===== src/rtl/aes_mc_pkg.sv =====
// Shared GF(2^8) helpers, mode encoding and lane-count legality for the
// MixColumns datapath.
package aes_mc_pkg;

    typedef enum logic {
        MC_FWD = 1'b0,
        MC_INV = 1'b1
    } mc_mode_e;

    // Bit n set means LANES = n is legal (1, 2, 4).
    localparam logic [4:0] MC_LANES_LEGAL = 5'b10110;

    function automatic bit lanes_legal(input int unsigned lanes);
        return (lanes <= 4) && MC_LANES_LEGAL[lanes];
    endfunction

    function automatic logic [7:0] xtime(input logic [7:0] a);
        return {a[6:0], 1'b0} ^ (a[7] ? 8'h1b : 8'h00);
    endfunction

    // Multiply by a 4-bit constant; covers every MixColumns coefficient.
    function automatic logic [7:0] gmul(input logic [7:0] a, input logic [3:0] b);
        logic [7:0] x2, x4, x8, r;
        x2 = xtime(a);
        x4 = xtime(x2);
        x8 = xtime(x4);
        r  = 8'h00;
        if (b[0]) r = r ^ a;
        if (b[1]) r = r ^ x2;
        if (b[2]) r = r ^ x4;
        if (b[3]) r = r ^ x8;
        return r;
    endfunction

endpackage


===== src/rtl/mixcolumn_word.sv =====
// Combinational MixColumns / InvMixColumns on one 32-bit column, with bypass.
module mixcolumn_word
    import aes_mc_pkg::*;
(
    input  logic [31:0] col,
    input  mc_mode_e    mode,
    input  logic        bypass,
    output logic [31:0] res
);

    logic [3:0] coef [4];
    logic [7:0] a    [4];
    logic [7:0] r    [4];

    // Row i uses the base coefficient row rotated right by i.
    always_comb begin
        if (mode == MC_INV) begin
            coef[0] = 4'he; coef[1] = 4'hb; coef[2] = 4'hd; coef[3] = 4'h9;
        end else begin
            coef[0] = 4'h2; coef[1] = 4'h3; coef[2] = 4'h1; coef[3] = 4'h1;
        end
        for (int j = 0; j < 4; j++) begin
            a[j] = col[8*j +: 8];
        end
        for (int i = 0; i < 4; i++) begin
            r[i] = 8'h00;
            for (int j = 0; j < 4; j++) begin
                r[i] = r[i] ^ gmul(a[j], coef[(j - i) & 3]);
            end
        end
        if (bypass) begin
            res = col;
        end else begin
            res = {r[3], r[2], r[1], r[0]};
        end
    end

endmodule


===== src/rtl/mixcolumn_stream.sv =====
// Streaming MixColumns: assembles a column from LANES-byte beats, transforms
// it and presents it through a one-deep registered output with handshake.
module mixcolumn_stream
    import aes_mc_pkg::*;
#(
    parameter int unsigned LANES  = 1,
    parameter bit          INV_EN = 1
) (
    input  logic               clk,
    input  logic               rst,
    input  logic               in_valid,
    output logic               in_ready,
    input  logic [8*LANES-1:0] in_data,
    input  logic               in_mode,
    input  logic               in_bypass,
    output logic               out_valid,
    input  logic               out_ready,
    output logic [31:0]        out_data,
    output logic [1:0]         out_col
);

    if (!lanes_legal(LANES)) begin : g_bad_lanes
        $error("mixcolumn_stream: LANES must be 1, 2 or 4");
    end

    localparam int unsigned BEATS = (LANES == 0) ? 4 : 4 / LANES;
    localparam int unsigned W     = 8 * LANES;

    logic [1:0]  beat_q;
    logic [31:0] col_q;
    mc_mode_e    mode_q;
    logic        bypass_q;
    logic        out_valid_q;
    logic [31:0] out_data_q;
    logic [1:0]  out_col_q;
    logic [1:0]  col_cnt_q;

    logic        is_first;
    logic        is_last;
    logic        accept;
    logic [31:0] col_next;
    mc_mode_e    mode_sel;
    logic        bypass_sel;
    logic [31:0] mix_res;

    // Handshake, byte insertion and first-beat mode/bypass selection.
    always_comb begin
        is_first = (beat_q == 2'd0);
        is_last  = (beat_q == 2'(BEATS - 1));
        in_ready = rst & (~is_last | ~out_valid_q | out_ready);
        accept   = in_valid & in_ready;
        col_next = col_q;
        col_next[int'(beat_q) * W +: W] = in_data;
        if (!INV_EN) begin
            mode_sel = MC_FWD;
        end else if (is_first) begin
            mode_sel = mc_mode_e'(in_mode);
        end else begin
            mode_sel = mode_q;
        end
        bypass_sel = is_first ? in_bypass : bypass_q;
    end

    mixcolumn_word u_word (
        .col    (col_next),
        .mode   (mode_sel),
        .bypass (bypass_sel),
        .res    (mix_res)
    );

    // Beat counter, column assembly and output register.
    always_ff @(posedge clk) begin
        if (!rst) begin
            beat_q      <= 2'd0;
            col_q       <= 32'h0;
            mode_q      <= MC_FWD;
            bypass_q    <= 1'b0;
            out_valid_q <= 1'b0;
            out_data_q  <= 32'h0;
            out_col_q   <= 2'd0;
            col_cnt_q   <= 2'd0;
        end else begin
            if (accept) begin
                col_q <= col_next;
                if (is_first) begin
                    mode_q   <= mode_sel;
                    bypass_q <= bypass_sel;
                end
                beat_q <= is_last ? 2'd0 : beat_q + 2'd1;
            end
            if (accept && is_last) begin
                out_data_q  <= mix_res;
                out_valid_q <= 1'b1;
                out_col_q   <= col_cnt_q;
                col_cnt_q   <= col_cnt_q + 2'd1;
            end else if (out_valid_q && out_ready) begin
                out_valid_q <= 1'b0;
            end
        end
    end

    assign out_valid = out_valid_q;
    assign out_data  = out_data_q;
    assign out_col   = out_col_q;

endmodule


===== config.mk =====
export PLATFORM = sky130hd
export DESIGN_NAME = mixcolumn_stream
export DESIGN_NICKNAME = d
export VERILOG_FILES = /design/src/rtl/aes_mc_pkg.sv /design/src/rtl/mixcolumn_word.sv /design/src/rtl/mixcolumn_stream.sv
export SDC_FILE = /design/constraint.sdc
export NUM_CORES = 1
export LEC_CHECK = 0
export ABC_AREA = 1
export CAP_MARGIN = 40
export CORE_MARGIN = 2
export CORE_UTILIZATION = 40
export DETAILED_ROUTE_END_ITERATION = 8
export HOLD_SLACK_MARGIN = 0.08
export PLACE_DENSITY = 0.66
export SLEW_MARGIN = 20
export SYNTH_ARGS = -nofsm -noshare
export SYNTH_HDL_FRONTEND = slang
export SYNTH_HIERARCHICAL = 1
export SYNTH_SLANG_ARGS = --single-unit

===== constraint.sdc =====
create_clock -name clk -period 3.4 [get_ports clk]
set_input_delay 0.68 -clock clk [delete_from_list [all_inputs] [get_ports clk]]
set_output_delay 0.68 -clock clk [all_outputs]
set_load 0.01 [all_outputs]

==> results of run 1 <==
## how the worst min path moves through the flow
stage / from / endpoint
after floorplan: col_q[16] / col_q[16]
after global placement: out_data[21] / out_data[21]
after detailed placement: out_data[6] / out_data[6]
after CTS: out_data[23] / out_data[23]
after global routing: out_data[6] / out_data[6]
final: out_data[9] / out_data[9]
## power by group through the flow
stage | Clock [mW] | Combinational [mW] | Sequential, mW
after floorplan | 0 | 1.69 | 0.913
after detailed placement | 0 | 2.32 | 0.914
after global routing | 1.08 | 2.66 | 0.898
after global placement | 0 | 2.30 | 0.913
final | 1.01 | 2.42 | 0.895
after CTS | 1.04 | 2.33 | 0.895
## layout by cell type (no fill, tap or decap), types with 22 or more instances in the layout
master,Yosys,layout
o21ai_1,11,22
clkdlybuf4s50_1,0,49
buf_4,18,76
nand3_1,162,161
nand2_1,591,590
dfxtp_1,73,72
a21oi_1,40,40
nor2_1,71,70
xor2_1,81,81
nand2_2,36,37
xnor2_1,36,36
o21ai_0,37,24
inv_2,29,29
inv_1,111,110
## logic make-up after synthesis
kind of cell	share of synthesized area
xor+xnor	0.139
compound gates	0.0690
buf+inv	0.124
simple gates	0.483
flops	0.178
fa+ha+maj	0.00762
## timing repair
item,CTS,global route
gates resized for setup,0,12
endpoints found under the setup margin,0,27
setup buffers,0,11
## through the flow
| step | setup WS (ns) | setup TNS (ns) | instances | power [mW] |
|---|---|---|---|---|
| floorplan | 0.659 | 0 | 1431 | 2.60 |
| detailed placement | -0.0316 | -0.0316 | 1755 | 3.24 |
| CTS | 0.0482 | 0 | 1770 | 4.27 |
| global route | -0.00439 | -0.00637 | 1781 | 4.64 |
| finish | 0.241 | 0 | 1781 | 4.32 |
| global placement | 0.0168 | 0 | 1755 | 3.22 |
## per-layer routing
layer	GRT usage	vias up	routed length, um
li1	-	4620	-
met1	0.359	4118	12800
met2	0.426	371	12900
met3	0.0537	62	2330
met4	0.106	0	1280
met5	0	-	0
## sequential cells by signal, summed over array words and instances, names as in the netlist
signal / flops
out_col: 2
out_data: 32
mode_q: 1
col_cnt_q: 2
bypass_q: 1
col_q: 32
beat_q: 2
out_valid: 1
## worst register-to-register path: stages, from the launching register on
cell        delay [ns]
dfxtp_1           0.31
inv_1             0.19
ha_2              0.33
clkinvlp_4        0.22
buf_4             0.19
nand3_1           0.08
o21ai_0           0.09
buf_4             0.18
inv_2             0.09
nand2_1           0.07
nand3_1           0.08
nand2_1           0.18
nand2_1           0.21
nand2_1           0.10
nand2_1           0.11
inv_1             0.05
nand3_1           0.07
nand2_1           0.08
nand2_1           0.08
nand3_1           0.11
nand2_1           0.09
nand2_1           0.05
a21oi_1           0.14
## cell type report
class	instances	area, sq um
inverter	146	564
fill	2168	10500
clock buffer	10	229
multi-input combinational	1144	5780
tap	270	338
sequential	73	1460
clock inverter	5	81.3
timing repair buffer	133	1220
==> impl_metrics.csv, run 1 <==
group,metric,value,unit
status,status,"completed",
setup_path,cpLargestDelayFamily,"simple AND/OR/NAND/NOR gates",
cts,cts_sinks,73,
floorplan,die_w,147,um
synth,synth_area_leaders,"nand2_1 (27%), dfxtp_1 (18%), nand3_1 (9.9%), xor2_1 (8.6%), inv_1 (5.1%)",
cts,holdBufCountCts,0,
setup_path,path_class,"reg -> reg",
sta,slew_headroom,0.517,
cells_and_area,final_util,0.480,
grt,grt_first_pass_wirelength,45.1,mm
synth,synth_most_common_cell,"nand2_1",
setup_path,cpMostUsedCell,"nand2_1",
setup_path,end_kind,"flip-flop",
floorplan,num_rows,52,
routing,via_per_inst,5.15,
setup_path,crit_path_top_delay_cell,"ha_2",
synth,synth_nets,1450,
floorplan,die_y,147,um
cts,ctsHtreeMaxLevel,3,
floorplan,die-area,21700,sq um
pwr,peakVddDrop,0.255,mV
cells_and_area,syn_to_final_growth,17.8,%
cts,clockRootBuffer,"clkbuf_16",
sta,tightest_slew,0.717,ns
setup_path,worst-path-stages,22,
cts,cts_buffers,9,
pwr,p_switching,1.96,mW
setup_path,rr_worst_depth,22,
synth,synth_area_per_cell,5.74,sq um
routing,post_drt_wl_per_cell,16.5,um
routing,dr_total_vias,9171,
cells_and_area,fin_nets,1526,
floorplan,ios,50,
setup_path,required,3.67,ns
sta,fin_crit_sh,0.929,
synth,synth_area,8210,sq um
synth,synth_edf_count,0,
min_path,hold_path.class,"reg -> reg",
pwr,p_int,2.37,mW
setup_path,crit_path_start,"beat_q[0]",
floorplan,core_area,20200,sq um
cells_and_area,drive_gt1_frac,0.140,
grt,grt_max_degree,62,
sta,fmax,317,MHz
synth,yosysTopAreaCellShare,0.270,
sta,fin_crit,3.16,ns
synth,synth_ff_type,"dfxtp_1",
setup_path,cpPeakStageDelay,0.33,ns
sta,slew_violations,0,
setup_path,r2r_end,"out_data[4]",
cts,clockBufferDepth,2,
sta,hold_viol_final,0,
routing,postRouteAntennaNets,0,
min_path,hold_path_depth,2,
synth,postSynthCellCount,1431,
synth,yosys_warnings,6,
setup_path,cp.arrival,3.43,ns
routing,drt_iter0_markers,921,
placement,portBuffers,49,
synth,yosysTopAreaCell,"nand2_1",
pwr,power_density,447,nW/um^2
routing,routed_wl,29.3,mm
run,drv_cap,0,
setup_path,crit_path_end,"out_data[4]",
setup_path,critPathBufInv,6,
cts,cts_tree,"built",
grt,antenna_found_initial,0,
synth,yosys_register_bits,73,
synth,yosysSeqAreaShare,0.178,
setup_path,reg2reg_slack,0.24,ns
placement,placed_area,9240,sq um
sta,holdWs,0.461,ns
pwr,pwr-share-clk,0.233,
routing,drc,0,
grt,grt_pass1_vias,8058,
setup_path,startpoint_type,"flip-flop",
pwr,sequentialPowerShare,0.207,
routing,dr.pass1.iters,6,
placement,place_hpwl,22.8,mm
synth,synthArstFlopShare,0,
cts,clk_pin_slew,0.06,ns
grt,overflow,0,
pwr,combPwrFrac,0.560,
floorplan,start_util,0.407,
pwr,p_leak,4.71,nW
setup_path,critPathMaxFanout,9,
grt,track_usage,0.269,
cells_and_area,fin_area,9680,sq um
synth,synth_cell_types,39,
setup_path,cp_cell_sequence,"inv_1, ha_2, clkinvlp_4, buf_4, nand3_1, o21ai_0, buf_4, inv_2, nand2_1, nand3_1, nand2_1, nand2_1, nand2_1, nand2_1, inv_1, nand3_1, nand2_1, nand2_1, nand3_1, nand2_1, nand2_1, a21oi_1",
cells_and_area,n_antenna_cell,0,
setup_path,rr_startpoint,"beat_q[0]",
sta,report.final.setup_viol,0,
placement,gp_congestion,0.975,
pwr,swShare,0.452,
sta,skew,0.00811,ns
cts,worstSkewPairLatency,0.35,ns
synth,netlist_top_cells_count,"nand2_1 (591), nand3_1 (162), inv_1 (111), xor2_1 (81), dfxtp_1 (73)",
No activity file was read; power rests on OpenSTA's default activity.
==> run 2: changes to the inputs <==
Settings changed: PLACE_DENSITY 0.66 to unset, PLACE_DENSITY_LB_ADDON set to 0.3.
==> run 2 against run 1 <==
Net effect: wire length decreased by 0.60%; worst hold slack improved by 0.0022 ns; critical path depth shrank 3; combinational power down 4%; design area fell by 0.13%; first-iteration DRC count down 14%; global-route usage about the same; register-to-register slack barely moved; critical path type unchanged; largest power group unchanged.
==> impl_metrics.csv, run 2 (same netlist as run 1, synthesis figures left out) <==
group,metric,value,unit
routing,post_drt_wl_per_cell,16.4,um
grt,grt_first_pass_wirelength,45.2,mm
pwr,power_density,451,nW/um^2
floorplan,core_area,20200,sq um
cts,ctsHtreeMaxLevel,3,
sta,final.setup.worst_slack,0.239,ns
floorplan,start_util,0.407,
cts,clockRootBuffer,"clkbuf_16",
routing,dr_total_vias,9149,
placement,gp_congestion,0.994,
pwr,peakVddDrop,0.265,mV
cts,clk_pin_slew,0.06,ns
floorplan,num_rows,52,
floorplan,ios,50,
cts,cts_tree,"built",
cells_and_area,n_antenna_cell,0,
cts,holdBufCountCts,0,
cells_and_area,regArea,1460,sq um
placement,place_hpwl,22.5,mm
routing,postRouteAntennaNets,0,
floorplan,die_w,147,um
routing,drt_iter0_markers,794,
routing,dr.pass1.iters,6,
sta,report.final.setup_viol,0,
grt,track_usage,0.269,
setup_path,startpoint_type,"flip-flop",
sta,slew_headroom,0.515,
placement,portBuffers,49,
cells_and_area,fin_nets,1525,
cells_and_area,layout_common_cells,"nand2_1 (591), nand3_1 (162), inv_1 (109)",
setup_path,cp.arrival,3.44,ns
pwr,power,4.35,mW
placement,dp_cells,1755,
setup_path,crit_path_start,"beat_q[1]",
min_path,hold_path.class,"reg -> reg",
grt,antenna_found_initial,1,
cells_and_area,final_util,0.479,
setup_path,required,3.67,ns
cts,cts_buffers,9,
setup_path,critPathMaxFanout,8,
grt,overflow,0,
routing,routed_wl,29.1,mm
placement,placed_area,9190,sq um
routing,via_per_inst,5.14,
placement,place_ws,0.0702,ns
cells_and_area,final_common_cell,"nand2_1",
setup_path,end_kind,"flip-flop",
pwr,p_leak,4.71,nW
sta,slew_violations,0,
grt,grt_max_degree,62,
sta,skew,0.00850,ns
cells_and_area,finalNonFillerCells,1781,
floorplan,die_y,147,um
sta,tightest_slew,0.727,ns
sta,hold_viol_final,0,
cts,cts_sinks,73,
routing,drc,0,
grt,grt_pass1_vias,8217,
setup_path,path_class,"reg -> reg",
cells_and_area,fin_area,9670,sq um
cells_and_area,n_fill_cell,2118,
cells_and_area,multiInputGateArea,5790,sq um
setup_path,rr_startpoint,"beat_q[1]",
cts,clockBufferDepth,2,
sta,fin_crit,3.16,ns
min_path,hold_start,"out_data[23]",
run,drv_cap,0,
cells_and_area,syn_to_final_growth,17.7,%
status,status,"completed",
sta,fmax,316,MHz
floorplan,die-area,21700,sq um
cts,worstSkewPairLatency,0.35,ns
sta,fin_crit_sh,0.930,
cells_and_area,drive_gt1_frac,0.140,
==> run 2: cell types whose count changed in the layout (fill, tap and decap cells not counted), sizes merged <==
cell / delta
inv: +1
buf: -1
bufinv: +1
clkinv: -1
==> run 2: area by class of cell <==
class,instances,area share
multi-input combinational,1144,0.599
sequential,73,0.151
clock buffer,10,0.0237
inverter,146,0.0584
timing repair buffer,132,0.120
tap,270,0.0350
clock inverter,6,0.0119
==> run 2: worst max-delay path, cell delays in order (launching register included) <==
cell	delay, ns
dfxtp_1	0.38
inv_1	0.11
ha_4	0.31
inv_2	0.05
nor2_4	0.12
nand3_4	0.13
o21ai_0	0.25
buf_4	0.22
inv_1	0.09
nand2_4	0.09
nand2_4	0.07
nand2_4	0.08
nand2_2	0.08
a21oi_4	0.15
xor2_2	0.29
xor2_1	0.26
nand2_1	0.09
nand2_1	0.08
nand2_1	0.06
a21oi_1	0.15
==> run 2: power by group <==
group	switching [mW]	total (mW)	internal, mW
registers	0.0124	0.895	0.883
clock network	0.415	1.14	0.722
logic	1.51	2.32	0.811
==> run 2: path summary, 6_finish.rpt <==
check | cells after the start | to | slack [ns]
hold reg to reg | 2 | out_data[23] | 0.46
setup / recovery | 19 | out_data[10] | 0.24
setup reg to reg | 19 | out_data[10] | 0.24
hold / removal | 2 | out_data[23] | 0.46
==> run 2: timing repair <==
action,4_1_cts,5_1_grt
gates resized for setup,0,11
buffers inserted,0,10
setup endpoints to repair,0,28
==> run 2: layer usage <==
layer / share of wire / vias up / routed length (um) / track usage
li1: - / 4595 / - / -
met1: 0.43 / 4151 / 12700 / 0.357
met2: 0.44 / 339 / 12900 / 0.426
met3: 0.088 / 62 / 2560 / 0.0686
met4: 0.033 / 2 / 974 / 0.0904
met5: 0.00045 / - / 13 / 0
==> run 2: metrics by stage <==
| step | setup TNS [ns] | hold WS, ns |
|---|---|---|
| 2_1_floorplan | 0 | 0.448 |
| 3_5_place_dp | 0 | 0.455 |
| 6_report | 0 | 0.464 |
| 4_1_cts | 0 | 0.465 |
| 5_1_grt | -0.0194 | 0.483 |
| 3_3_place_gp | 0 | 0.452 |
==> run 3: changes to the inputs <==
Settings changed: ABC_AREA 1 to unset, SETUP_SLACK_MARGIN set to 0.02.
==> run 3 against run 2 <==
Net effect: the run now ends with negative setup slack left; critical path depth down 4; non-clock buffer count up 98; sequential share of layout area up 1.4 points; clock power down 15%; clock skew up 0.00064 ns; synthesized area down 25%; clock-buffer cell count up 1; wire length down 25%; critical path type unchanged.
==> impl_metrics.csv, run 3 <==
group,metric,value,unit
grt,grt_pass1_vias,5835,
pwr,p_leak,3.52,nW
synth,synthSimpleGateAreaFrac,0.125,
sta,fin_crit_sh,1.03,
status,status,"complete, but fails checks",
cts,cts_tree,"built",
cells_and_area,fin_nets,925,
cts,clk_pin_slew,0.06,ns
setup_path,critPathMaxFanout,6,
synth,yosysTopAreaCell,"dfxtp_1",
cells_and_area,syn_to_final_growth,43.3,%
floorplan,die-area,16500,sq um
routing,dr.pass1.iters,5,
synth,synth_top_family_by_area,"XOR/XNOR gates",
synth,synth_area_per_cell,8.32,sq um
routing,routed_wl,21.8,mm
setup_path,required,3.68,ns
sta,hold_viol_final,0,
routing,post_drt_wl_per_cell,19.8,um
synth,synth_area_leaders,"dfxtp_1 (24%), xnor2_1 (18%), xnor3_1 (8.0%), o21ai_0 (6.8%), xor2_1 (6.0%)",
synth,netlist_top_cells_count,"xnor2_1 (130), o21ai_0 (84), dfxtp_1 (73), nand2_1 (66), a21oi_1 (59)",
sta,final.setup.worst_slack,-0.113,ns
cts,cts_sinks,73,
pwr,power,3.31,mW
sta,skew,0.00914,ns
synth,yosys_warnings,6,
sta,tightest_slew,0.699,ns
cts,clockRootBuffer,"clkbuf_16",
cts,ctsHtreeMaxLevel,3,
cells_and_area,n_antenna_cell,0,
synth,yosysTopAreaCellShare,0.236,
synth,synthAdderAreaFrac,0.0101,
routing,postRouteAntennaNets,0,
cts,clockBufferDepth,2,
run,drv_cap,0,
floorplan,die_y,128,um
synth,postSynthCellCount,743,
synth,yosys_register_bits,73,
setup_path,path_class,"reg -> reg",
status,violations,"negative setup slack",
cells_and_area,layout_common_cells,"buf_4 (158), xnor2_1 (105), dfxtp_1 (71)",
setup_path,cp.arrival,3.80,ns
grt,track_usage,0.264,
synth,synth_edf_count,0,
synth,synth_xor_area_frac,0.354,
synth,synth.area.mux_share,0.0409,
grt,grt_max_degree,62,
floorplan,start_util,0.408,
synth,synth_compound_area_frac,0.162,
pwr,power_density,373,nW/um^2
routing,via_per_inst,5.48,
synth,synth_ff_type,"dfxtp_1",
cts,worstSkewPairLatency,0.36,ns
routing,dr_total_vias,6020,
sta,slew_violations,0,
floorplan,die_w,128,um
sta,rsz0062_at_grt,"yes",
setup_path,startpoint_type,"flip-flop",
sta,fmax,285,MHz
grt,antenna_found_initial,0,
floorplan,core_area,15100,sq um
min_path,hold_path.class,"reg -> reg",
routing,drc,0,
placement,portBuffers,49,
cts,cts_buffers,9,
sta,slew_headroom,0.532,
synth,synth_most_common_cell,"xnor2_1",
synth,synth_nets,762,
synth,synth_area,6180,sq um
routing,drt_iter0_markers,406,
grt,grt_first_pass_wirelength,32.9,mm
placement,place_hpwl,15.9,mm
synth,yosysSeqAreaShare,0.236,
cells_and_area,drive_gt1_frac,0.325,
placement,gp_congestion,0.979,
synth,synthArstFlopShare,0,
pwr,peakVddDrop,0.238,mV
setup_path,end_kind,"flip-flop",
floorplan,num_rows,45,
cells_and_area,final_common_cell,"buf_4",
cells_and_area,final_util,0.585,
sta,fin_crit,3.51,ns
synth,synth_cell_types,42,
sta,report.final.setup_viol,3,
floorplan,ios,50,
grt,overflow,0,
-- run 3: final timing paths --
path                        to  slack, ns         start  cells past startpoint
setup / recovery  out_data[27]      -0.11     beat_q[0]                     15
setup reg to reg  out_data[27]      -0.11     beat_q[0]                     15
hold reg to reg   out_data[27]       0.47  out_data[27]                      2
hold / removal    out_data[27]       0.47  out_data[27]                      2
-- run 3: stage by stage --
stage	hold WS, ns	setup slack [ns]	instances	TNS, ns	instance area, sq um
2_1_floorplan	0.433	0.0394	743	0	6270
3_3_place_gp	0.447	-0.366	1043	-3.20	7740
3_5_place_dp	0.461	-0.407	1043	-3.37	7740
4_1_cts	0.474	-0.0334	1070	-0.0654	8300
5_1_grt	0.495	-0.235	1099	-1.91	8860
6_report	0.471	-0.113	1099	-0.241	8860
-- run 3: cell type report --
class	count	area, sq um
fill	1319	6290
multi-input combinational	563	4780
timing repair buffer	230	1970
sequential	73	1460
clock buffer	11	243
tap	188	235
inverter	29	111
clock inverter	5	55.1
-- run 3: power by group --
part	internal [mW]	switching (mW)	total, mW
logic	0.767	0.693	1.46
clock network	0.585	0.386	0.972
registers	0.868	0.00647	0.875
total	2.22	1.09	3.31
-- run 3: critical path: stages (launching register included) --
cell and delay (ns):
dfxtp_2 0.36, inv_4 0.06, ha_4 0.15, or4b_4 0.56, nor2_4 0.16, buf_6 0.15
a22o_4 0.14, buf_12 0.10, xor3_1 0.32, xnor3_1 0.37, xnor3_1 0.39, nand2_2 0.10
xnor2_2 0.16, o21ai_2 0.17, nand3_1 0.10, a21oi_1 0.15
-- run 3: what timing repair did --
item | 4_1_cts | 5_1_grt
endpoints found under the hold margin | 0 | 0
gates resized for setup | 43 | 65
buffers inserted | 10 | 29
hold buffers | 0 | 0
endpoints found under the setup margin | 19 | 30
pin swaps | 14 | 42
gates cloned | 1 | 0
-- run 3: logic make-up (layout without fill, tap and decap cells) --
group | count (synthesis) | in the layout
XOR/XNOR | 203 | 203
AO/OA/AOI/OAI | 180 | 180
adder cells (fa/ha/maj) | 5 | 5
flip-flops | 73 | 73
AND/OR/NAND/NOR | 152 | 152
buffers and inverters | 107 | 275
multiplexers | 23 | 23
-- run 3: routing by layer --
metal | share of wire | vias to the layer above | global-route usage
met4 | 0.019 | 0 | 0.0692
li1 | - | 2828 | -
met1 | 0.45 | 2963 | 0.364
met3 | 0.059 | 32 | 0.0384
met5 | 0 | - | 0
met2 | 0.48 | 197 | 0.435
